## config.mk

```make
export PLATFORM = sky130hd
export DESIGN_NAME = motor_pwm_ctrl_flat
export DESIGN_NICKNAME = d
export VERILOG_FILES = /design/src/rtl/motor_pwm_if.sv /design/src/rtl/motor_pwm_ctrl.sv /design/src/flat_wrapper.sv
export SDC_FILE = /design/constraint.sdc
export NUM_CORES = 1
export LEC_CHECK = 0
export CORE_ASPECT_RATIO = 0.5
export CORE_MARGIN = 8
export CORE_UTILIZATION = 30
export DETAILED_ROUTE_END_ITERATION = 8
export PLACE_DENSITY_LB_ADDON = 0.2
export SYNTH_ARGS = -nofsm -noshare
export SYNTH_HDL_FRONTEND = slang
export SYNTH_SLANG_ARGS = --single-unit
export TNS_END_PERCENT = 20
```

## constraint.sdc

```tcl
create_clock -name clock -period 5.1 [get_ports clock]
set_input_delay 1.02 -clock clock [delete_from_list [all_inputs] [get_ports clock]]
set_output_delay 1.02 -clock clock [all_outputs]
set_load 0.01 [all_outputs]
```

## src/rtl/motor_pwm_if.sv

```systemverilog
// motor_pwm_if: groups the switch/comparator inputs and the bridge/display
// outputs of motor_pwm_ctrl. The controller connects through the slave
// modport; whatever drives the switches (board top or bench) uses master.
interface motor_pwm_if;
  logic [3:0] sw_speed;
  logic [3:0] sw_dir;
  logic       comp_a;
  logic       comp_b;
  logic       ena;
  logic       enb;
  logic       in1;
  logic       in2;
  logic       in3;
  logic       in4;
  logic       fault;
  logic [3:0] dig0;
  logic [3:0] dig1;
  logic [3:0] dig2;
  logic [3:0] dig3;

  modport master (
    output sw_speed, sw_dir, comp_a, comp_b,
    input  ena, enb, in1, in2, in3, in4, fault, dig0, dig1, dig2, dig3
  );

  modport slave (
    input  sw_speed, sw_dir, comp_a, comp_b,
    output ena, enb, in1, in2, in3, in4, fault, dig0, dig1, dig2, dig3
  );
endinterface

```

## src/rtl/motor_pwm_ctrl.sv

```systemverilog
// motor_pwm_ctrl: two-motor H-bridge controller.
// - Switches and overcurrent comparators are 2-flop synchronized; switches
//   are additionally debounced per bit.
// - Speed (25/50/75/100 %) and direction are priority-encoded from the
//   debounced switches; a free-running PWM counter gates ena/enb in RUN.
// - A direction change while running inserts a dead time with the bridge off.
// - Any comparator hit forces FAULT, which is held for a cooldown and left
//   only once the comparators are quiet and the speed switches are at 0 %.
// Build option: define SOFT_START_EN to ramp the duty up by one quarter per
// PWM period instead of jumping straight to the target at the next wrap.
module motor_pwm_ctrl #(
  parameter int PWM_PERIOD      = 1000,     // multiple of 4
  parameter int DEB_CYCLES      = 65536,
  parameter int DEAD_CYCLES     = 5000,
  parameter int COOLDOWN_CYCLES = 10000000
) (
  input  logic       clock,
  input  logic       resetn,
  motor_pwm_if.slave bus
);

  localparam int CW      = $clog2(PWM_PERIOD + 1);
  localparam int DW      = $clog2(DEB_CYCLES + 1);
  localparam int TW      = $clog2(DEAD_CYCLES + 1);
  localparam int FW      = $clog2(COOLDOWN_CYCLES + 1);
  localparam int QUARTER = PWM_PERIOD / 4;

  typedef enum logic [1:0] {
    S_IDLE,
    S_RUN,
    S_DEAD,
    S_FAULT
  } state_t;

  typedef enum logic [2:0] {
    D_STOP,
    D_FWD,
    D_BWD,
    D_LEFT,
    D_RIGHT
  } dir_t;

  // ---------------------------------------------------------------------------
  // Input synchronization: {comp_b, comp_a, sw_dir, sw_speed}
  // ---------------------------------------------------------------------------
  logic [9:0] sync1;
  logic [9:0] sync2;
  logic [7:0] sw_sync;
  logic       comp_hit;

  // Two-flop synchronizer for every asynchronous input.
  always_ff @(posedge clock or negedge resetn) begin
    if (!resetn) begin
      sync1 <= '0;
      sync2 <= '0;
    end else begin
      // NOTE: non-blocking assignments make sync2 take the old sync1, which
      // is what builds the second flop; a blocking '=' would collapse the
      // chain into a single stage.
      sync1 <= {bus.comp_b, bus.comp_a, bus.sw_dir, bus.sw_speed};
      sync2 <= sync1;
    end
  end

  assign sw_sync  = sync2[7:0];
  assign comp_hit = sync2[9] | sync2[8];

  // ---------------------------------------------------------------------------
  // Per-switch debounce: a bit is accepted once it has differed from the
  // debounced value for DEB_CYCLES consecutive cycles.
  // ---------------------------------------------------------------------------
  logic [7:0]    sw_deb;
  logic [DW-1:0] deb_cnt [8];

  // Debounce counters and accepted switch values.
  always_ff @(posedge clock or negedge resetn) begin
    if (!resetn) begin
      sw_deb <= '0;
      // NOTE: the counter array is only eight registers, so it is reset like
      // any other state; a glitch straight after reset must not be able to
      // inherit a stale count.
      for (int i = 0; i < 8; i++) deb_cnt[i] <= '0;
    end else begin
      for (int i = 0; i < 8; i++) begin
        if (sw_sync[i] == sw_deb[i]) begin
          deb_cnt[i] <= '0;
        end else if (deb_cnt[i] == DW'(DEB_CYCLES - 1)) begin
          sw_deb[i]  <= sw_sync[i];
          deb_cnt[i] <= '0;
        end else begin
          deb_cnt[i] <= deb_cnt[i] + DW'(1);
        end
      end
    end
  end

  // ---------------------------------------------------------------------------
  // Speed / direction decode
  // ---------------------------------------------------------------------------
  logic [3:0] spd_deb;
  logic [3:0] dir_deb;
  logic [2:0] target_k;   // duty in quarters of a period, 0..4
  dir_t       dir_cur;
  logic       go;

  assign spd_deb = sw_deb[3:0];
  assign dir_deb = sw_deb[7:4];

  // Priority encoders: lowest speed bit wins, highest direction bit wins.
  always_comb begin
    // NOTE: every output of this block gets a default first, so no path can
    // leave a variable unassigned and infer a latch.
    target_k = 3'd0;
    dir_cur  = D_STOP;
    if      (spd_deb[0]) target_k = 3'd1;
    else if (spd_deb[1]) target_k = 3'd2;
    else if (spd_deb[2]) target_k = 3'd3;
    else if (spd_deb[3]) target_k = 3'd4;
    if      (dir_deb[3]) dir_cur = D_RIGHT;
    else if (dir_deb[2]) dir_cur = D_LEFT;
    else if (dir_deb[1]) dir_cur = D_BWD;
    else if (dir_deb[0]) dir_cur = D_FWD;
  end

  assign go = (dir_cur != D_STOP) && (target_k != 3'd0);

  // ---------------------------------------------------------------------------
  // PWM counter and duty register
  // ---------------------------------------------------------------------------
  logic [CW-1:0] pwm_cnt;
  logic          pwm_wrap;
  logic [2:0]    duty_k;
  logic [CW-1:0] duty_cycles;

  assign pwm_wrap = (pwm_cnt == CW'(PWM_PERIOD - 1));

  // Free-running period counter.
  always_ff @(posedge clock or negedge resetn) begin
    if (!resetn)       pwm_cnt <= '0;
    else if (pwm_wrap) pwm_cnt <= '0;
    else               pwm_cnt <= pwm_cnt + CW'(1);
  end

  // Duty only changes at the period boundary so no pulse is ever truncated.
  always_ff @(posedge clock or negedge resetn) begin
    if (!resetn) begin
      duty_k <= 3'd0;
    end else if (pwm_wrap) begin
`ifdef SOFT_START_EN
      if (duty_k < target_k) duty_k <= duty_k + 3'd1;
      else                   duty_k <= target_k;
`else
      duty_k <= target_k;
`endif
    end
  end

  // Quarter count to clock cycles.
  always_comb begin
    duty_cycles = '0;
    case (duty_k)
      3'd1:    duty_cycles = CW'(QUARTER);
      3'd2:    duty_cycles = CW'(2 * QUARTER);
      3'd3:    duty_cycles = CW'(3 * QUARTER);
      3'd4:    duty_cycles = CW'(PWM_PERIOD);
      default: duty_cycles = '0;
    endcase
  end

  // ---------------------------------------------------------------------------
  // Control FSM
  // ---------------------------------------------------------------------------
  state_t        state;
  state_t        state_nxt;
  dir_t          run_dir;    // direction actually applied to the bridge
  logic [TW-1:0] dead_cnt;
  logic [FW-1:0] cool_cnt;
  logic          dead_done;
  logic          cool_done;

  assign dead_done = (dead_cnt == TW'(DEAD_CYCLES - 1));
  assign cool_done = (cool_cnt == FW'(COOLDOWN_CYCLES - 1));

  // Next-state logic; a comparator hit overrides every other transition.
  always_comb begin
    state_nxt = state;
    if (comp_hit) begin
      state_nxt = S_FAULT;
    end else begin
      case (state)
        S_IDLE:  if (go) state_nxt = S_RUN;
        S_RUN: begin
          if (!go)                       state_nxt = S_IDLE;
          else if (dir_cur != run_dir)   state_nxt = S_DEAD;
        end
        S_DEAD:  if (dead_done) state_nxt = go ? S_RUN : S_IDLE;
        S_FAULT: if (cool_done && target_k == 3'd0) state_nxt = S_IDLE;
        default: state_nxt = S_IDLE;
      endcase
    end
  end

  // State register plus dead-time and cooldown counters.
  always_ff @(posedge clock or negedge resetn) begin
    if (!resetn) begin
      state    <= S_IDLE;
      run_dir  <= D_STOP;
      dead_cnt <= '0;
      cool_cnt <= '0;
    end else begin
      state <= state_nxt;
      // Latch the direction on entry to RUN; a later change is what
      // triggers the dead time.
      if (state_nxt == S_RUN && state != S_RUN) run_dir <= dir_cur;
      if (state == S_DEAD && state_nxt == S_DEAD) dead_cnt <= dead_cnt + TW'(1);
      else                                        dead_cnt <= '0;
      // Cooldown restarts on entry and on every comparator re-assertion,
      // then saturates until the exit conditions are met.
      if (state != S_FAULT || comp_hit) cool_cnt <= '0;
      else if (!cool_done)              cool_cnt <= cool_cnt + FW'(1);
    end
  end

  // ---------------------------------------------------------------------------
  // Outputs
  // ---------------------------------------------------------------------------
  logic       pwm_on;
  logic [3:0] bridge;    // {in1, in2, in3, in4}

  assign pwm_on = (pwm_cnt < duty_cycles);

  // Bridge, enable, fault and display decode from the registered state.
  always_comb begin
    bridge   = 4'b0000;
    bus.ena  = 1'b0;
    bus.enb  = 1'b0;
    bus.fault = 1'b0;
    bus.dig0 = 4'd15;
    bus.dig1 = 4'd0;
    bus.dig2 = 4'd0;
    bus.dig3 = 4'd0;

    case (dir_cur)
      D_FWD:   bus.dig0 = 4'd11;
      D_BWD:   bus.dig0 = 4'd10;
      D_LEFT:  bus.dig0 = 4'd12;
      D_RIGHT: bus.dig0 = 4'd13;
      default: bus.dig0 = 4'd15;
    endcase

    case (target_k)
      3'd1:    {bus.dig3, bus.dig2, bus.dig1} = {4'd0, 4'd2, 4'd5};
      3'd2:    {bus.dig3, bus.dig2, bus.dig1} = {4'd0, 4'd5, 4'd0};
      3'd3:    {bus.dig3, bus.dig2, bus.dig1} = {4'd0, 4'd7, 4'd5};
      3'd4:    {bus.dig3, bus.dig2, bus.dig1} = {4'd1, 4'd0, 4'd0};
      default: {bus.dig3, bus.dig2, bus.dig1} = {4'd0, 4'd0, 4'd0};
    endcase

    if (state == S_RUN) begin
      bus.ena = pwm_on;
      bus.enb = pwm_on;
      case (run_dir)
        D_FWD:   bridge = 4'b1010;
        D_BWD:   bridge = 4'b0101;
        D_LEFT:  bridge = 4'b0110;
        D_RIGHT: bridge = 4'b1001;
        default: bridge = 4'b0000;
      endcase
    end

    if (state == S_FAULT) begin
      bus.fault = 1'b1;
      bus.dig0  = 4'd11;
      bus.dig1  = 4'd11;
      bus.dig2  = 4'd11;
      bus.dig3  = 4'd11;
    end

    {bus.in1, bus.in2, bus.in3, bus.in4} = bridge;
  end

endmodule

```

## src/flat_wrapper.sv

```systemverilog
// flat-port wrapper written by rule: the top's interface ports become plain ports
module motor_pwm_ctrl_flat 
#(
  parameter int PWM_PERIOD      = 1000,                     
  parameter int DEB_CYCLES      = 65536,
  parameter int DEAD_CYCLES     = 5000,
  parameter int COOLDOWN_CYCLES = 10000000
)
  (clock, resetn, bus_sw_speed, bus_sw_dir, bus_comp_a, bus_comp_b, bus_ena, bus_enb, bus_in1, bus_in2, bus_in3, bus_in4, bus_fault, bus_dig0, bus_dig1, bus_dig2, bus_dig3);
  motor_pwm_if bus_i ();
  input  logic clock;
  input  logic resetn;
  input wire logic [$bits(bus_i.sw_speed)-1:0] bus_sw_speed;
  input wire logic [$bits(bus_i.sw_dir)-1:0] bus_sw_dir;
  input wire logic [$bits(bus_i.comp_a)-1:0] bus_comp_a;
  input wire logic [$bits(bus_i.comp_b)-1:0] bus_comp_b;
  output wire logic [$bits(bus_i.ena)-1:0] bus_ena;
  output wire logic [$bits(bus_i.enb)-1:0] bus_enb;
  output wire logic [$bits(bus_i.in1)-1:0] bus_in1;
  output wire logic [$bits(bus_i.in2)-1:0] bus_in2;
  output wire logic [$bits(bus_i.in3)-1:0] bus_in3;
  output wire logic [$bits(bus_i.in4)-1:0] bus_in4;
  output wire logic [$bits(bus_i.fault)-1:0] bus_fault;
  output wire logic [$bits(bus_i.dig0)-1:0] bus_dig0;
  output wire logic [$bits(bus_i.dig1)-1:0] bus_dig1;
  output wire logic [$bits(bus_i.dig2)-1:0] bus_dig2;
  output wire logic [$bits(bus_i.dig3)-1:0] bus_dig3;
  assign bus_i.sw_speed = bus_sw_speed;
  assign bus_i.sw_dir = bus_sw_dir;
  assign bus_i.comp_a = bus_comp_a;
  assign bus_i.comp_b = bus_comp_b;
  assign bus_ena = bus_i.ena;
  assign bus_enb = bus_i.enb;
  assign bus_in1 = bus_i.in1;
  assign bus_in2 = bus_i.in2;
  assign bus_in3 = bus_i.in3;
  assign bus_in4 = bus_i.in4;
  assign bus_fault = bus_i.fault;
  assign bus_dig0 = bus_i.dig0;
  assign bus_dig1 = bus_i.dig1;
  assign bus_dig2 = bus_i.dig2;
  assign bus_dig3 = bus_i.dig3;
  motor_pwm_ctrl #(.PWM_PERIOD(PWM_PERIOD), .DEB_CYCLES(DEB_CYCLES), .DEAD_CYCLES(DEAD_CYCLES), .COOLDOWN_CYCLES(COOLDOWN_CYCLES)) u_core (.clock(clock), .resetn(resetn), .bus(bus_i));
endmodule
```

==> flow_summary.json <==
{
  "cts-root-buf": "clkbuf_16",
  "drt_wl_total_um": 19300,
  "cts_buffers": 23,
  "dieArea_mm2": 0.0408,
  "grt_use_total_pct": 9.79,
  "avgSynthCellArea_um2": 10.4,
  "dp_hpwl_um": 13000,
  "hold_ws_ps": 348,
  "gr-total-overflow": 0,
  "seq_area_frac_synth_pct": 53.4,
  "synthFlopType": "dfrtp_1",
  "cts_resized": 0,
  "drive_gt1_share_pct": 6.36,
  "end_kind": "output port",
  "antenna_found_initial": 0,
  "grt_pass1_wl_um": 34600,
  "hold_buffers": 0,
  "detailroute.via_count": 6972,
  "start_util_pct": 30.1,
  "wire_per_inst_um": 13.0,
  "drt-pass1-iter-count": 4,
  "maxCapViolations": 0,
  "grt_start_max_net_pins": 124,
  "cts_buffer_depth": 3,
  "power_leakage_nw": 5.10,
  "synth_edf_count": 0,
  "drt_iter0_drc": 379,
  "viasPerCell": 4.69,
  "first_global_vias": 7216,
  "min_period_over_period_pct": 88.5,
  "worstHoldPathType": "register to register",
  "fin_util_pct": 34.4,
  "stdcell_area_mm2": 0.0117,
  "die_h_um": 147,
  "worstPathMaxFanout": 6,
  "period_minus_slack_ps": 4510,
  "arrival_ps": 3490,
  "ios": 35,
  "p_sw_mw": 0.772,
  "rows": 48,
  "cts_tree": "done",
  "timing.fmax_mhz": 222,
  "switching_share_pct": 22.1,
  "place.gp.congestion": 0.778,
  "nets": 1053,
  "drc": 0,
  "port_buffers": 32,
  "syn_to_final_growth_pct": 14.4,
  "place_area_mm2": 0.0110,
  "antenna_cells": 0,
  "intPower_mw": 2.73,
  "power.share.combinational_pct": 2.7,
  "status": "finished clean",
  "cts_sinks": 219,
  "hold_viol_final": 0,
  "nFillCells": 3422,
  "design_power_total_mw": 3.50,
  "async_flop_share_pct": 100,
  "rsz0062_at_grt": "false",
  "setup_viol": 0,
  "maxSlewViolCount": 0,
  "syn_nets": 1021,
  "seq_power_share_pct": 51.0,
  "critical_path_class": "register to output port",
  "cts.clk_slew.worst_paths_ps": 60,
  "crit_required_ps": 4080,
  "finalSetupTns_ps": 0,
  "htree_levels": 1,
  "coreArea_mm2": 0.0341,
  "drtAntennaViolNets": 0,
  "ir_drop_mv": 0.196,
  "clkPwrFrac_pct": 46.3,
  "yosysUniqueCellTypes": 55,
  "start_kind": "register",
  "clock_skew_ps": 12.7,
  "syn-cell-area_mm2": 0.0103,
  "die_x_um": 278,
  "clk_latency_ps": 520,
  "p_per_area_mw_per_mm2": 298,
  "post_cts_buffers": 0,
  "syn-instance-count": 990,
  "ys_ff_latch": 219,
  "synth-warning-count": 0,
  "slew-limit-headroom_pct": 36.6,
  "tightest_slew_ps": 951
}
## through the flow
stage,setup WS (ps),cells
after global placement,1230,1447
after detailed placement,1180,1447
final,585,1488
after floorplan,1570,990
after global routing,457,1488
after CTS,609,1488
## routing by layer
metal  global-route usage [%]  vias up  wire (um)
met1                     12.6     3430       9210
met2                     16.5       59       8990
met3                     1.95       39        550
met4                     2.99        0        600
met5                        0        -          0
li1                         -     3444          -
## cell families (layout without fill, tap and decap cells)
family,count (synthesis),count (layout),synth area share (%)
AND/OR/NAND/NOR,489,489,23.8
flip-flops,219,219,53.4
XOR/XNOR,161,161,13.7
AO/OA/AOI/OAI,47,47,3.10
buffers and inverters,39,87,1.96
adder cells (fa/ha/maj),19,19,2.32
multiplexers,14,14,1.62
other,2,2,0.0731
## registers in the layout, indices dropped and copies added, names as in the netlist
signal and flops:
u_core.cool_cnt 24, u_core.dead_cnt 13, u_core.deb_cnt 136, u_core.duty_k 3, u_core.pwm_cnt 10, u_core.run_dir 3, u_core.state 2, u_core.sw_deb 8
u_core.sync1 10, u_core.sync2 10
## layout by cell type (no fill, tap or decap), types with 3 or more instances in the layout
master,synthesis,routed
dfrtp_1,219,219
nor2_1,191,191
xor2_1,105,105
nand2_1,69,69
nand3_1,66,66
xnor2_1,56,56
nand4_1,41,41
and3_1,32,32
clkdlybuf4s50_1,0,31
and4_1,25,25
clkbuf_16,0,23
ha_1,19,19
a21oi_1,12,12
o21ai_0,12,12
nor3_1,12,12
inv_1,11,11
and2_1,10,10
mux2_2,9,9
or3_1,8,8
clkinv_2,0,7
o211a_1,6,6
o2111ai_1,4,4
clkbuf_8,0,4
nor4_1,3,3
nand3b_1,3,3
nand2b_1,3,3
nor2b_1,3,3
or4_1,3,3
mux2_4,3,3
clkbuf_1,6,3
clkinvlp_4,0,3
buf_4,11,3
## path summary, 6_finish.rpt
kind / startpoint / cells after the start / endpoint / slack (ps)
worst max-delay path: u_core.duty_k[1] / 10 / bus_enb / 590
worst min-delay path: u_core.sync1[3] / 0 / u_core.sync2[3] / 350
worst max register to register: u_core.dead_cnt[0] / 6 / u_core.run_dir[0] / 2910
worst min register to register: u_core.sync1[3] / 0 / u_core.sync2[3] / 350
max in group asynchronous: resetn / 2 / u_core.cool_cnt[20] / 3410
min in group asynchronous: resetn / 1 / u_core.deb_cnt[122] / 580
## Yosys cell counts (3+ instances only)
cell type | count | share of area (%)
nand2b_1 | 3 | 0.18
xor2_1 | 105 | 9.0
nor2_1 | 191 | 7.0
buf_4 | 11 | 0.80
o211a_1 | 6 | 0.58
xnor2_1 | 56 | 4.8
and3_1 | 32 | 1.9
inv_1 | 11 | 0.40
nor2b_1 | 3 | 0.18
a21oi_1 | 12 | 0.58
mux2_2 | 9 | 0.99
nand2_1 | 69 | 2.5
ha_1 | 19 | 2.3
nand4_1 | 41 | 2.5
nand3b_1 | 3 | 0.22
clkbuf_1 | 6 | 0.22
dfrtp_1 | 219 | 53
and2_1 | 10 | 0.61
o2111ai_1 | 4 | 0.34
nand3_1 | 66 | 3.2
and4_1 | 25 | 2.1
o21ai_0 | 12 | 0.58
or4_1 | 3 | 0.22
or3_1 | 8 | 0.49
nor4_1 | 3 | 0.18
buf_2 | 11 | 0.54
mux2_4 | 3 | 0.44
nor3_1 | 12 | 0.58
## critical path, stage by stage, from the launching register on
cell             delay, ps
dfrtp_1                440
nor3_1                 300
a21oi_1                 90
and2_1                 210
ha_1                   290
o21ai_0                150
nand2b_1                80
a21oi_1                160
a311oi_1                60
a2111oi_0              530
clkdlybuf4s50_1        670
## area by class of cell
class	instances	area, um^2	share of cell area [%]
Tap cell	450	563	4.79
Timing Repair Buffer	35	348	2.96
Clock inverter	11	87.6	0.746
Inverter	11	41.3	0.351
Multi-Input combinational cell	732	4590	39.0
Clock buffer	30	642	5.46
Sequential cell	219	5480	46.7
## power groups by stage
stage	logic [mW]	clock network, mW	registers (mW)
after floorplan	0.0443	0	1.81
after global placement	0.100	0	1.81
after detailed placement	0.102	0	1.81
after CTS	0.102	1.68	1.78
after global routing	0.115	1.75	1.79
final	0.0958	1.62	1.78
(Power assumes the default switching activity.)
